==> src/rtl/s2p_pkg.sv <==
// Shared definitions for the serial_to_parallel deserializer.
// Holds the default word width (common with parallel_to_serial), the
// bit-order selector constants, the bit-counter width helper and the
// output-register state encoding.
package s2p_pkg;

  // Default word width, shared with the upstream parallel_to_serial.
  localparam int DEFAULT_WIDTH = 4;

  // Bit-order selectors for the MSB_FIRST parameter.
  localparam bit MSB_FIRST_C = 1'b1;
  localparam bit LSB_FIRST_C = 1'b0;

  // Width of the received-bit counter for a given word width.
  function automatic int cnt_width(input int width);
    return (width > 1) ? $clog2(width) : 1;
  endfunction

  // Output register occupancy; FULL means p_data holds an undelivered word.
  typedef enum logic {
    EMPTY = 1'b0,
    FULL  = 1'b1
  } s2p_state_e;

endpackage

==> src/rtl/s2p_shift_reg.sv <==
// Parameterised shift register for serial_to_parallel.
// Ports:
//   clk, rst_n  - clock and asynchronous active-low reset
//   shift_en    - shift bit_in into the register on this edge
//   clr         - synchronous clear (wins over shift_en)
//   bit_in      - incoming serial bit
//   word_next   - register contents after shifting in bit_in; this is the
//                 completed word when bit_in is the last bit of a word
module s2p_shift_reg #(
  parameter int WIDTH     = 4,
  parameter bit MSB_FIRST = 1'b1
) (
  input  logic             clk,
  input  logic             rst_n,
  input  logic             shift_en,
  input  logic             clr,
  input  logic             bit_in,
  output logic [WIDTH-1:0] word_next
);

  logic [WIDTH-1:0] shift_q;

  // MSB-first words grow from the right so the first bit ends up on top;
  // LSB-first words grow from the left so the first bit ends up at bit 0.
  generate
    if (MSB_FIRST) begin : g_msb
      assign word_next = {shift_q[WIDTH-2:0], bit_in};
    end else begin : g_lsb
      assign word_next = {bit_in, shift_q[WIDTH-1:1]};
    end
  endgenerate

  // Shift register; a clear re-frames the word and discards any bit
  // presented on the same edge.
  always_ff @(posedge clk or negedge rst_n) begin
    if (!rst_n) begin
      shift_q <= '0;
    end else if (clr) begin
      shift_q <= '0;
    end else if (shift_en) begin
      shift_q <= word_next;
    end
  end

endmodule

==> src/rtl/serial_to_parallel.sv <==
// Deserializer downstream of parallel_to_serial.
// Samples s_data on each s_valid cycle, assembles WIDTH-bit words and
// presents them on a held p_data/p_valid output with a p_ready handshake.
// Ports:
//   clk, rst_n         - clock and asynchronous active-low reset
//   s_data, s_valid    - serial input stream
//   sync_clr           - synchronous re-framing clear of the partial word
//   p_data, p_valid    - held parallel output word and its valid flag
//   p_ready            - consumer accepts p_data at this edge
//   busy, bit_cnt      - partial word in progress / bits received so far
//   overrun, ovr_clr   - sticky dropped-word flag and its clear
module serial_to_parallel
  import s2p_pkg::*;
#(
  parameter int WIDTH     = DEFAULT_WIDTH,
  parameter bit MSB_FIRST = MSB_FIRST_C
) (
  input  logic                        clk,
  input  logic                        rst_n,
  input  logic                        s_data,
  input  logic                        s_valid,
  input  logic                        sync_clr,
  output logic [WIDTH-1:0]            p_data,
  output logic                        p_valid,
  input  logic                        p_ready,
  output logic                        busy,
  output logic [cnt_width(WIDTH)-1:0] bit_cnt,
  output logic                        overrun,
  input  logic                        ovr_clr
);

  localparam int CW = cnt_width(WIDTH);
  localparam logic [CW-1:0] CNT_LAST = CW'(WIDTH - 1);

  s2p_state_e       state_q, state_d;
  logic [CW-1:0]    bit_cnt_q;
  logic [WIDTH-1:0] p_data_q;
  logic [WIDTH-1:0] word_next;
  logic             overrun_q;
  logic             sample;
  logic             word_done;
  logic             accept;
  logic             load;
  logic             ovr_event;

  // A clear discards the bit on the same edge, so it also blocks completion.
  assign sample    = s_valid && !sync_clr;
  assign word_done = sample && (bit_cnt_q == CNT_LAST);
  assign accept    = p_valid && p_ready;
  assign load      = word_done && (!p_valid || p_ready);
  assign ovr_event = word_done && p_valid && !p_ready;

  s2p_shift_reg #(
    .WIDTH     (WIDTH),
    .MSB_FIRST (MSB_FIRST)
  ) u_shift (
    .clk       (clk),
    .rst_n     (rst_n),
    .shift_en  (sample),
    .clr       (sync_clr),
    .bit_in    (s_data),
    .word_next (word_next)
  );

  // Bit counter: wraps to zero on the edge that completes a word.
  always_ff @(posedge clk or negedge rst_n) begin
    if (!rst_n) begin
      bit_cnt_q <= '0;
    end else if (sync_clr) begin
      bit_cnt_q <= '0;
    end else if (sample) begin
      bit_cnt_q <= (bit_cnt_q == CNT_LAST) ? '0 : bit_cnt_q + CW'(1);
    end
  end

  // Output-register occupancy state.
  always_ff @(posedge clk or negedge rst_n) begin
    if (!rst_n) begin
      state_q <= EMPTY;
    end else begin
      state_q <= state_d;
    end
  end

  // A full register empties only on an accept with no new word behind it;
  // completion without accept keeps it full and the new word is dropped.
  always_comb begin
    state_d = state_q;
    case (state_q)
      EMPTY: if (word_done) state_d = FULL;
      FULL:  if (accept && !word_done) state_d = EMPTY;
      default: state_d = EMPTY;
    endcase
  end

  // Parallel output word; only written when a completed word is loaded, so
  // it stays stable while waiting for the consumer.
  always_ff @(posedge clk or negedge rst_n) begin
    if (!rst_n) begin
      p_data_q <= '0;
    end else if (load) begin
      p_data_q <= word_next;
    end
  end

  // Sticky overrun flag; a new drop on the same edge as ovr_clr keeps it set.
  always_ff @(posedge clk or negedge rst_n) begin
    if (!rst_n) begin
      overrun_q <= 1'b0;
    end else if (ovr_event) begin
      overrun_q <= 1'b1;
    end else if (ovr_clr) begin
      overrun_q <= 1'b0;
    end
  end

  assign p_valid = (state_q == FULL);
  assign p_data  = p_data_q;
  assign bit_cnt = bit_cnt_q;
  assign busy    = (bit_cnt_q != '0);
  assign overrun = overrun_q;

endmodule

==> config.mk <==
export PLATFORM = sky130hd
export DESIGN_NAME = serial_to_parallel
export DESIGN_NICKNAME = d
export VERILOG_FILES = /design/src/rtl/s2p_pkg.sv /design/src/rtl/s2p_shift_reg.sv /design/src/rtl/serial_to_parallel.sv
export SDC_FILE = /design/constraint.sdc
export NUM_CORES = 1
export LEC_CHECK = 0
export BUFFER_PORTS_ARGS = -buffer_cell sky130_fd_sc_hd__buf_2
export CAP_MARGIN = 20
export CELL_PAD_IN_SITES_DETAIL_PLACEMENT = 0
export CELL_PAD_IN_SITES_GLOBAL_PLACEMENT = 2
export CORE_MARGIN = 1
export CORE_UTILIZATION = 30
export DETAILED_ROUTE_END_ITERATION = 16
export HOLD_SLACK_MARGIN = 0.12
export PLACE_DENSITY = 0.76
export SYNTH_ARGS = -nofsm -noshare
export SYNTH_HDL_FRONTEND = slang
export SYNTH_SLANG_ARGS = --single-unit
==> constraint.sdc <==
create_clock -name clk -period 1.65 [get_ports clk]
set_input_delay 0.0825 -clock clk [delete_from_list [all_inputs] [get_ports clk]]
set_output_delay 0.0825 -clock clk [all_outputs]
set_load 0.01 [all_outputs]
# Word-level counts from Yosys, hierarchy flattened
# Cells that the tools add are included.
dict set report totals {
  regBits 11
  inputBits 7
  out_inout_bits 9
  wordCells 33
}
dict set report classes {
  addsub 1
  n_eq_ne 1
  n_mux 10
  n_bitwise 1
  reduce_logical 15
}
# op n
set op_table {}
lappend op_table {{1-bit logical AND} 7}
lappend op_table {{2-bit two-way mux} 3}
lappend op_table {{3-bit two-way mux} 2}
lappend op_table {{2-bit nonzero test} 3}
lappend op_table {{1-bit zero test} 4}
lappend op_table {{1-bit two-way mux} 4}
lappend op_table {{2-bit by 1-bit adder with 2-bit output (second input constant)} 1}
lappend op_table {{2-bit equality test (second input constant)} 1}
lappend op_table {{1-bit case mux with 2 select lines} 1}
lappend op_table {{1-bit logical OR} 1}
lappend op_table {{1-bit inverter} 1}

# Longest topological paths before layout
dict set report logic_depth {
  ltp_word 7
  mapped_depth 4
  ltp_nobuf 4
}

# By module
# A second synthesis with hierarchy kept.
dict set report hier_totals {
  cells_unflattened 39
  area_unflattened_um2 496.7
}
# module n_inst cells_each area_each_um2 seq_area_each_um2
set by_module_without_submodules {}
lappend by_module_without_submodules {serial_to_parallel 1 29 372.9 200.2}
lappend by_module_without_submodules {s2p_shift_reg 1 10 123.9 75.1}

# Worst setup path after synthesis
# OpenSTA, ideal clock, no wires.
dict set report synth_path {
  path_type {register to register}
  startpoint {reg bit_cnt_q[0], in the netlist bit_cnt[0]}
  endpoint {reg p_data_q[0], in the netlist p_data[0]}
  t_arrival_ns 1.240
  required_ns 1.525
  path_slack_ns 0.285
  path_stages_with_launch 5
  n_path_buf 0
  synth_period_minus_slack_ns 1.365
  path_cell_list {dfrtp_1 -> ha_1 -> nand3b_4 -> nor2b_4 -> mux2_4}
}
dict set report synth_between {
  elab_chain_cells 3
}
# element line
set synth_rtl {}
lappend synth_rtl {{start, declared} serial_to_parallel.sv:36} ;# logic [CW-1:0] bit_cnt_q;
lappend synth_rtl {{start signal, assigned} serial_to_parallel.sv:72} ;# bit_cnt_q <= (bit_cnt_q == CNT_LAST) ? '0 : bit_cnt_q + CW'(1);
lappend synth_rtl {{2-bit equality test} serial_to_parallel.sv:48} ;# assign word_done = sample && (bit_cnt_q == CNT_LAST);
lappend synth_rtl {{1-bit logical AND} serial_to_parallel.sv:48}
lappend synth_rtl {{1-bit logical AND} serial_to_parallel.sv:50} ;# assign load = word_done && (!p_valid || p_ready);
lappend synth_rtl {{end signal, assigned} serial_to_parallel.sv:102} ;# p_data_q <= word_next;
lappend synth_rtl {{end, declared} serial_to_parallel.sv:37} ;# logic [WIDTH-1:0] p_data_q;
# No other way between the ends.
# A chain may end at the register's enable or synchronous reset.

# Final worst setup path
dict set report layout_path {
  startpoint {reg bit_cnt_q[0], in the netlist bit_cnt[0]}
  endpoint {reg p_data_q[2], in the netlist p_data[2]}
}
# Same word-level chain as after synthesis.

==> report_table.html <==
<table>
<tr><th>Metric</th><th>Value</th></tr>
<tr><th colspan="2">Place</th></tr>
<tr><td>Number of buffers added on ports</td><td>15</td></tr>
<tr><td>Hpwl dp</td><td>605.5 um</td></tr>
<tr><td>Placed instance area</td><td>593.1 um2</td></tr>
<tr><td>Pre-CTS worst setup slack</td><td>0.2684 ns</td></tr>
<tr><td>Routability congestion estimate from global placement</td><td>0.6260</td></tr>
<tr><th colspan="2">Finish</th></tr>
<tr><td>Fraction of the core area covered by cells at the end of the flow</td><td>roughly 43%</td></tr>
<tr><td>Final cell area excluding filler cells</td><td>around 660 um2</td></tr>
<tr><td>Total number of nets in the final design</td><td>70</td></tr>
<tr><td>Fraction of final layout cells sized beyond drive strength 1</td><td>40.00%</td></tr>
<tr><td>Number of filler instances in the final layout</td><td>154</td></tr>
<tr><td>Ant diodes</td><td>0</td></tr>
<tr><td>Post-synthesis to final-layout area growth</td><td>29.48%</td></tr>
<tr><th colspan="2">Route</th></tr>
<tr><td>Number of iterations in the first detailed-routing pass</td><td>3</td></tr>
<tr><td>Post-route ant nets</td><td>0</td></tr>
<tr><td>Number of vias after detailed routing</td><td>roughly 330</td></tr>
<tr><td>Avg WL per Cell</td><td>11.03 um</td></tr>
<tr><td>Remaining DRCs</td><td>0</td></tr>
<tr><td>Violation count after the first detailed-routing iteration</td><td>4</td></tr>
<tr><td>Detail-routed via count per cell</td><td>4.316</td></tr>
<tr><td>Total wire length</td><td>838 um</td></tr>
<tr><th colspan="2">Floorplan</th></tr>
<tr><td>Die outline width</td><td>43.20 um</td></tr>
<tr><td>Row Count</td><td>14</td></tr>
<tr><td>I/O pins</td><td>16</td></tr>
<tr><td>Die outline area</td><td>~1900 um2</td></tr>
<tr><td>Initial core utilization</td><td>33.04%</td></tr>
<tr><td>Die outline height</td><td>~43 um</td></tr>
<tr><td>Area of the core</td><td>1541 um2</td></tr>
<tr><th colspan="2">Power</th></tr>
<tr><td>Total power per unit cell area</td><td>about 840 nW/um2</td></tr>
<tr><td>Share of total power in the clock network</td><td>31.8%</td></tr>
<tr><td>Proportion of power drawn by flip-flops and latches</td><td>a little over half</td></tr>
<tr><td>Sw Pwr</td><td>0.1309 mW</td></tr>
<tr><td>Portion of total power attributed to combinational logic</td><td>15.0%</td></tr>
<tr><td>Leak Pwr</td><td>between 0.3 and 0.4 nW</td></tr>
<tr><td>P_int</td><td>0.4218 mW</td></tr>
<tr><td>Switching Share</td><td>23.68%</td></tr>
<tr><td>Maximum ir drop on the vdd rail</td><td>0.4652 mV</td></tr>
<tr><th colspan="2">GRT</th></tr>
<tr><td>Total congestion overflow</td><td>0</td></tr>
<tr><td>Global-route wire length before repair</td><td>1290 um</td></tr>
<tr><td>Pin count of the biggest net entering global routing</td><td>12</td></tr>
<tr><td>Via count of the first global-routing pass</td><td>between 300 and 400</td></tr>
<tr><td>GR Util All Layers</td><td>under 10%</td></tr>
<tr><td>Number of antenna violations at the first check in global routing</td><td>0</td></tr>
<tr><th colspan="2">Timing</th></tr>
<tr><td>Relative slew margins</td><td>83.31%</td></tr>
<tr><td>Number of hold violations in the final report</td><td>0</td></tr>
<tr><td>Unrepaired setup endpoints after global routing</td><td>false</td></tr>
<tr><td>Maximum clock frequency</td><td>716.2 MHz</td></tr>
<tr><td>Final Skew</td><td>0.006331 ns</td></tr>
<tr><td>Slew Limit Fails</td><td>0</td></tr>
<tr><td>Minimum setup slack in the final design</td><td>between 0.2 and 0.3 ns</td></tr>
<tr><td>Setup Total Neg Slack</td><td>0 ns</td></tr>
<tr><td>Final-report setup violation count</td><td>0</td></tr>
<tr><td>Final Cycle Share</td><td>84.62%</td></tr>
<tr><td>Crit path time final</td><td>about 1.4 ns</td></tr>
<tr><td>Tightest Pin Transition</td><td>0.2504 ns</td></tr>
<tr><th colspan="2">CTS</th></tr>
<tr><td>Worst-skew pair later-pin latency</td><td>0.26 ns</td></tr>
<tr><td>CTS sink cnt</td><td>11</td></tr>
<tr><td>TritonCTS clock tree</td><td>done</td></tr>
<tr><td>Post-CTS setup-driven buffer insertion count</td><td>0</td></tr>
<tr><td>Post_cts resized</td><td>0</td></tr>
<tr><td>Clock Tree Buf Depth</td><td>2</td></tr>
<tr><td>CTS H-tree lvls</td><td>1</td></tr>
<tr><td>Register clock-pin slew on the reported worst setup and hold paths</td><td>0.07 ns</td></tr>
<tr><td>TritonCTS buffer count</td><td>3</td></tr>
<tr><td>Root buf cell</td><td>sky130_fd_sc_hd__clkbuf_4</td></tr>
<tr><th colspan="2">Job</th></tr>
<tr><td>Number of maximum-capacitance constraint violations</td><td>0</td></tr>
<tr><th colspan="2">Setup path</th></tr>
<tr><td>Max Fanout on Critical Path</td><td>5</td></tr>
<tr><td>Crit. End Element</td><td>flip-flop</td></tr>
<tr><td>Worst path required time</td><td>1.79 ns</td></tr>
<tr><td>Kind of critical path</td><td>reg2reg</td></tr>
<tr><td>Startpoint types</td><td>flip-flop</td></tr>
<tr><td>Arrival time at the worst endpoint</td><td>1.54 ns</td></tr>
<tr><th colspan="2">Synth</th></tr>
<tr><td>Library cells used by synthesis</td><td>12</td></tr>
<tr><td>Part of the Yosys area used for sequential elements</td><td>54.05%</td></tr>
<tr><td>Total standard cell area after synthesis</td><td>between 500 and 600 um2</td></tr>
<tr><td>Post-Synthesis Mean Instance Area</td><td>13.40 um2</td></tr>
<tr><td>Seq cells post-synth</td><td>11</td></tr>
<tr><td>Net count of the mapped netlist</td><td>47</td></tr>
<tr><td>Yosys Warn Count</td><td>0</td></tr>
<tr><td>Count of mapped cells out of synthesis</td><td>38</td></tr>
<tr><th colspan="2">Hold path</th></tr>
<tr><td>Type of the worst min-delay path</td><td>in2reg</td></tr>
<tr><th colspan="2">Outcome</th></tr>
<tr><td>Run status</td><td>complete, no violations</td></tr>
</table>
[final timing paths]
| check | from | to | slack [ns] | cells past startpoint |
|---|---|---|---|---|
| worst min-delay path | p_ready | p_valid | 0.13 | 3 |
| min in group asynchronous | rst_n | overrun | 0.21 | 2 |
| max in group asynchronous | rst_n | p_data[0] | 1.23 | 2 |
| worst min register to register | p_data[0] | p_data[0] | 0.51 | 1 |
| worst max-delay path | bit_cnt[0] | p_data[2] | 0.25 | 4 |
| worst max register to register | bit_cnt[0] | p_data[2] | 0.25 | 4 |
[repair_timing]
item	CTS	global route
setup endpoints to repair	0	0
hold endpoints to repair	18	0
hold buffers	4	0
[critical path, cell delays in order, from the launching register on]
cell and delay (ns):
sky130_fd_sc_hd__dfrtp_1 0.40, sky130_fd_sc_hd__ha_1 0.24, sky130_fd_sc_hd__nand3b_4 0.11, sky130_fd_sc_hd__nor2b_4 0.20
sky130_fd_sc_hd__mux2_4 0.32
[sequential cells by signal, summed over array words and instances, names as in the netlist]
name and cells:
bit_cnt 2, p_data 4, p_valid 1, u_shift.shift_q 3
overrun 1
[cell usage in the layout, fill, tap and decap left out]
cell type | Yosys | routed
sky130_fd_sc_hd__buf_2 | 0 | 15
sky130_fd_sc_hd__dfrtp_1 | 11 | 11
sky130_fd_sc_hd__nor2_1 | 6 | 6
sky130_fd_sc_hd__mux2i_1 | 5 | 5
sky130_fd_sc_hd__inv_1 | 4 | 4
sky130_fd_sc_hd__mux2_4 | 4 | 4
sky130_fd_sc_hd__dlygate4sd3_1 | 0 | 4
sky130_fd_sc_hd__clkbuf_4 | 0 | 3
sky130_fd_sc_hd__ha_1 | 2 | 2
sky130_fd_sc_hd__nand3b_4 | 1 | 1
sky130_fd_sc_hd__nand2b_1 | 1 | 1
sky130_fd_sc_hd__nand2_1 | 1 | 1
sky130_fd_sc_hd__nor2b_4 | 1 | 1
sky130_fd_sc_hd__o22ai_1 | 1 | 1
sky130_fd_sc_hd__clkbuf_1 | 0 | 1
[final cells by class]
cell class / instances / area, um2 / area share [%]
clock buffers: 4 / 26.28 / 3.985
inverters: 4 / 15.01 / 2.277
multi-input cells: 22 / 207.7 / 31.50
flip-flops and latches: 11 / 275.3 / 41.75
well taps: 16 / 20.02 / 3.036
repair buffers: 19 / 115.1 / 17.46
[layer usage]
layer | GRT usage [%] | wire length, um | up-vias
met5 | 0 | 0 | -
met4 | 3.636 | 0 | 0
met3 | 6.383 | 70 | 0
met2 | 14.33 | 370 | 14
met1 | 11.02 | 397 | 149
li1 | - | - | 165
[power groups by stage]
stage	clock [mW]	combinational [mW]	sequential (mW)
after floorplan	0	0.0398	0.304
after global placement	0	0.0773	0.299
after detailed placement	0	0.0769	0.299
after CTS	0.187	0.0845	0.294
after global routing	0.198	0.0910	0.297
final	0.176	0.0827	0.294
[stage by stage]
stage               cells  power, mW  hold WS (ns)
floorplan              38     0.3442       -0.2131
global placement       68     0.3765      -0.03473
detailed placement     68     0.3760      -0.03315
CTS                    76     0.5658        0.1207
global route           76     0.5859        0.1397
finish                 76     0.5527        0.1277
[synthesized netlist by cell type (all sizes together)]
master | instances | area, um2
nand3b | 1 | 20.02
o22ai | 1 | 6.260
nand2b | 1 | 6.260
inv | 4 | 15.01
mux2i | 5 | 50.05
ha | 2 | 25.02
dfrtp | 11 | 275.3
nor2 | 6 | 22.52
nand2 | 1 | 3.750
nor2b | 1 | 13.76
buf | 1 | 11.26
mux2 | 4 | 60.06
[cells by family (layout without fill, tap and decap cells)]
family | count (synthesis) | in the layout | share of synthesized area (%)
AOI/OAI and AO/OA | 1 | 1 | 1.229
adders and majority gates | 2 | 2 | 4.913
buffers and inverters | 5 | 27 | 5.159
DFF | 11 | 11 | 54.05
muxes | 9 | 9 | 21.62
and+or+nand+nor | 10 | 10 | 13.02
(Power assumes the default switching activity.)
